### src/rtl/add_sched.sv
// Nibble-serial add scheduler: two round-robin requesters share one 4-bit adder slice.
// Optional macro ADD_SCHED_CIN_EN adds per-requester carry-in ports.

module add_sched_nib (
  input  logic [3:0] a_i,
  input  logic [3:0] b_i,
  input  logic       c_i,
  output logic [3:0] s_o,
  output logic       c_o
);
  assign {c_o, s_o} = 5'(a_i) + 5'(b_i) + 5'(c_i);
endmodule

module add_sched #(
  parameter int unsigned WIDTH = 16
) (
  input  logic             clk,
  input  logic             reset,
  input  logic             req0_valid,
  output logic             req0_ready,
  input  logic [WIDTH-1:0] req0_augend,
  input  logic [WIDTH-1:0] req0_addend,
  input  logic             req1_valid,
  output logic             req1_ready,
  input  logic [WIDTH-1:0] req1_augend,
  input  logic [WIDTH-1:0] req1_addend,
  output logic             rsp_valid,
  output logic             rsp_id,
  output logic [WIDTH-1:0] rsp_sum,
  output logic             rsp_carry
`ifdef ADD_SCHED_CIN_EN
  ,
  input  logic             req0_cin,
  input  logic             req1_cin
`endif
);

  localparam int unsigned NIB = WIDTH / 4;
  localparam int unsigned CW  = (NIB > 1) ? $clog2(NIB) : 1;

  typedef enum logic [1:0] {IDLE, RUN, DONE} state_t;

  state_t           state_q;
  logic             last_q;
  logic             id_q;
  logic             carry_q;
  logic [CW-1:0]    cnt_q;
  logic [WIDTH-1:0] aug_q;
  logic [WIDTH-1:0] add_q;
  logic [WIDTH-1:0] sum_q;
  logic             rsp_valid_q;
  logic             rsp_id_q;
  logic [WIDTH-1:0] rsp_sum_q;
  logic             rsp_carry_q;

  logic             gnt0_c;
  logic             gnt1_c;
  logic             idle_c;
  logic             cin_c;
  logic [3:0]       slice_s_c;
  logic             slice_co_c;
  logic [WIDTH-1:0] sum_d;

  // Tie goes to the requester that was not served last
  assign gnt0_c     = req0_valid & (~req1_valid | last_q);
  assign gnt1_c     = req1_valid & ~gnt0_c;
  assign idle_c     = (state_q == IDLE) & ~reset;
  assign req0_ready = idle_c & gnt0_c;
  assign req1_ready = idle_c & gnt1_c;

`ifdef ADD_SCHED_CIN_EN
  assign cin_c = gnt1_c ? req1_cin : req0_cin;
`else
  assign cin_c = 1'b0;
`endif

  add_sched_nib u_nib (
    .a_i (aug_q[3:0]),
    .b_i (add_q[3:0]),
    .c_i (carry_q),
    .s_o (slice_s_c),
    .c_o (slice_co_c)
  );

  // Slice result enters at the MSB end; after NIB shifts the sum is aligned
  assign sum_d = (sum_q >> 4) | (WIDTH'(slice_s_c) << (WIDTH - 4));

  always_ff @(posedge clk) begin
    if (reset) begin
      state_q     <= IDLE;
      last_q      <= 1'b1;
      id_q        <= 1'b0;
      carry_q     <= 1'b0;
      cnt_q       <= '0;
      aug_q       <= '0;
      add_q       <= '0;
      sum_q       <= '0;
      rsp_valid_q <= 1'b0;
      rsp_id_q    <= 1'b0;
      rsp_sum_q   <= '0;
      rsp_carry_q <= 1'b0;
    end else begin
      unique case (state_q)
        IDLE: begin
          if (req0_ready | req1_ready) begin
            aug_q   <= gnt1_c ? req1_augend : req0_augend;
            add_q   <= gnt1_c ? req1_addend : req0_addend;
            id_q    <= gnt1_c;
            last_q  <= gnt1_c;
            carry_q <= cin_c;
            cnt_q   <= '0;
            state_q <= RUN;
          end
        end
        RUN: begin
          aug_q   <= aug_q >> 4;
          add_q   <= add_q >> 4;
          sum_q   <= sum_d;
          carry_q <= slice_co_c;
          cnt_q   <= cnt_q + CW'(1);
          if (cnt_q == CW'(NIB - 1)) begin
            rsp_valid_q <= 1'b1;
            rsp_id_q    <= id_q;
            rsp_sum_q   <= sum_d;
            rsp_carry_q <= slice_co_c;
            state_q     <= DONE;
          end
        end
        DONE: begin
          rsp_valid_q <= 1'b0;
          state_q     <= IDLE;
        end
        default: state_q <= IDLE;
      endcase
    end
  end

  assign rsp_valid = rsp_valid_q;
  assign rsp_id    = rsp_id_q;
  assign rsp_sum   = rsp_sum_q;
  assign rsp_carry = rsp_carry_q;

endmodule

### config.mk
export PLATFORM = sky130hd
export DESIGN_NAME = add_sched
export DESIGN_NICKNAME = d
export VERILOG_FILES = /design/src/rtl/add_sched.sv
export SDC_FILE = /design/constraint.sdc
export NUM_CORES = 1
export LEC_CHECK = 0
export CORE_ASPECT_RATIO = 0.9
export CORE_MARGIN = 5
export CORE_UTILIZATION = 35
export CTS_CLUSTER_SIZE = 28
export DETAILED_ROUTE_END_ITERATION = 7
export MAX_ROUTING_LAYER = met4
export RECOVER_POWER = 100
export SKIP_CTS_REPAIR_TIMING = 1
export SYNTH_ARGS = -nofsm -noshare
export SYNTH_HDL_FRONTEND = slang
export SYNTH_SLANG_ARGS = --single-unit
### constraint.sdc
create_clock -name clk -period 1.94 [get_ports clk]
set_input_delay 0.194 -clock clk [delete_from_list [all_inputs] [get_ports clk]]
set_output_delay 0.194 -clock clk [all_outputs]
set_load 0.01 [all_outputs]
==> flow_metrics.env <==
export IMPL_maxClockFrequency_mhz=578.2
export IMPL_min_path_cells=2
export IMPL_synthCells=382
export IMPL_wl_per_cell_um=12.99
export IMPL_r2r_slack_ps=210
export IMPL_slew_violations=0
export IMPL_num_fill_cells=882
export IMPL_clkSinkCount=70
export IMPL_power_density_nw_per_um2=798.8
export IMPL_fin_skew_ps=6.841
export IMPL_critPathRequiredTime_ps=2210
export IMPL_synth_top_area_share=0.4375
export IMPL_start_util=0.3542
export IMPL_final_nets=542
export IMPL_multiInputGateArea_um2=1593
export IMPL_seq_area_um2=1401
export IMPL_overflow=0
export IMPL_startpoint_type="register"
export IMPL_finalHoldViolCount=0
export IMPL_syn_nets=456
export IMPL_cp_end_kind="register"
export IMPL_rr_worst_depth=5
export IMPL_gp_congestion=0.7807
export IMPL_first_pass_iters=4
export IMPL_finalWorstSetupSlack_ps=210.5
export IMPL_yosysUniqueCellTypes=44
export IMPL_clk_pin_slew_worst_paths_ps=80
export IMPL_fp_dieArea_um2=11170
export IMPL_hp_start="add_q[13]"
export IMPL_synthTopCellsByArea="dfxtp_1, nand2_1, a32o_1"
export IMPL_ant_nets=0
export IMPL_path_cells="clkbuf_1, nor2b_1, nand2_4, or4_1, o211ai_1"
export IMPL_vias=2886
export IMPL_hpwl_mm=5.683
export IMPL_peakVddDrop_uv=309.4
export IMPL_area_delta_synth_final_pct=37.23
export IMPL_finalCriticalPeriod_ps=1729
export IMPL_grt_pass1_wl_mm=13.33
export IMPL_diodes=0
export IMPL_clk_latency_ps=340
export IMPL_drc=0
export IMPL_ys_ff_latch=70
export IMPL_ctsHtreeMaxLevel=3
export IMPL_cts_max_path_buffers=2
export IMPL_vias_per_cell=4.850
export IMPL_leakagePower_nw=1.758
export IMPL_fp_dieH_um=100.8
export IMPL_pin_count=89
export IMPL_criticalPathCategory="reg2reg"
export IMPL_post_route_period_util=0.8915
export IMPL_yosys_top_cells_count="nand2_1, dfxtp_1, a21oi_1, nand3_1, a32o_1"
export IMPL_critPathArrivalTime_ps=2000
export IMPL_crit_slowest_cell="or4_1"
export IMPL_antenna_found_initial=0
export IMPL_setup_viol=0
export IMPL_drt_iter0_markers=98
export IMPL_grt_max_degree=42
export IMPL_yosysMostFrequentCell="nand2_1"
export IMPL_slew_headroom=0.6319
export IMPL_grt_pass1_vias=2844
export IMPL_synth_enable_flop_cells=0
export IMPL_status="completed"
export IMPL_drive_gt1_frac=0.07822
export IMPL_synthArstFlopShare=0
export IMPL_synth_seq_area_share=0.4375
export IMPL_drt_wl_total_mm=7.729
export IMPL_hold_end="add_q[13]"
export IMPL_synth_warnings=0
export IMPL_slowest_delay_ps=500
export IMPL_max_slew_worst_pin_slew_ps=548.4
export IMPL_cts_tree="yes"
export IMPL_place_ws_ps=9.504
export IMPL_ys_flop_type="dfxtp_1"
export IMPL_syn_area_per_cell_um2=8.385
export IMPL_io_buffers=88
export IMPL_cts_root_buffer="clkbuf_8"
export IMPL_rsz0062_at_grt="no"
export IMPL_critical_path_max_fanout=17
export IMPL_synth_top_cell_by_area="dfxtp_1"
export IMPL_r2r_end="rsp_sum[15]"
export IMPL_hp_class="reg2reg"
export IMPL_cts_inserted_buffers=9
export IMPL_synth_area_um2=3203
export IMPL_r2r_start="state_q[1]"
export IMPL_tns_ps=0
export IMPL_row_count=33
export IMPL_core_um2=9042
export IMPL_track_usage=0.1502
export IMPL_drv_cap=0
export IMPL_die_x_um=110.8
-- sequential cells by signal, indices dropped and copies added (netlist names) --
signal     cells
rsp_id         1
last_q         1
state_q        2
carry_q        1
rsp_carry      1
id_q           1
rsp_sum       16
sum_q         12
cnt_q          2
add_q         16
rsp_valid      1
aug_q         16
-- cell type report --
class	count	share of cell area
Sequential cell	70	0.3188
Clock buffer	10	0.03131
Timing Repair Buffer	102	0.2309
Clock inverter	6	0.01594
Inverter	7	0.005978
Tap cell	122	0.03473
Multi-Input combinational cell	278	0.3624
-- stage by stage --
stage	utilization	total power [mW]	hold slack, ps	std cells	area, µm²
after detailed placement	0.4646	2.348	434.5	579	4202
final	0.4861	3.511	448.4	595	4395
after floorplan	-	2.078	378.3	382	3203
after global placement	0.4646	2.340	429.3	579	4202
after CTS	0.4876	3.562	454.7	595	4409
after global routing	0.4861	3.733	468.5	595	4395
-- routing by layer --
metal,track usage,vias to the layer above,wire [µm]
met3,0.04202,4,404
met4,0.04545,0,57
li1,-,1491,-
met2,0.2439,64,3591
met5,-,-,0
met1,0.1835,1327,3676
-- cells in the final DEF (no fill, tap or decap), types with 2 or more instances in the layout --
| cell type | count |
|---|---|
| ha_1 | 4 |
| nand2b_1 | 23 |
| dlygate4sd3_1 | 19 |
| nor2b_1 | 2 |
| nor3_1 | 2 |
| nand2_1 | 110 |
| a21o_1 | 2 |
| inv_1 | 7 |
| clkdlybuf4s50_1 | 67 |
| dfxtp_1 | 70 |
| a32o_1 | 24 |
| a211oi_1 | 3 |
| clkbuf_8 | 10 |
| nand3_1 | 25 |
| buf_12 | 3 |
| nor2_1 | 7 |
| fa_1 | 2 |
| clkinv_4 | 3 |
| or2b_1 | 2 |
| buf_4 | 7 |
| o21ai_0 | 10 |
| a21oi_1 | 30 |
| o31ai_1 | 2 |
| mux2i_1 | 8 |
| clkdlybuf4s25_1 | 2 |
-- power breakdown --
group / internal [mW] / switching (mW)
clock network: 0.638 / 0.575
logic: 0.359 / 0.319
registers: 1.55 / 0.0681
-- critical path, delay by kind of cell (launching register included) --
family	cells	cell delay, ps
AOI/OAI and AO/OA	1	90
buffers and inverters	1	140
DFF	1	350
and+or+nand+nor	3	1080
-- cells by family after synthesis --
kind of cell               Yosys count  synth area share
DFF                                 70            0.4375
and+or+nand+nor                    182            0.2598
AOI/OAI and AO/OA                   80            0.1797
xor gates and xnor gates             1          0.002735
adders and majority gates            6           0.02813
muxes                                9           0.02852
buffers and inverters               34           0.06368
-- how the worst max path moves through the flow --
stage          startpoint          end  slack [ps]  cells past startpoint
2_1_floorplan     carry_q    sum_q[15]         360                      5
3_3_place_gp        reset   req0_ready          10                      6
3_5_place_dp        reset   req0_ready          10                      6
4_1_cts        state_q[1]   req0_ready         -50                      5
5_1_grt        state_q[0]     sum_q[8]          20                      5
6_report       state_q[1]  rsp_sum[15]         210                      5
No activity file was read; power rests on OpenSTA's default activity.
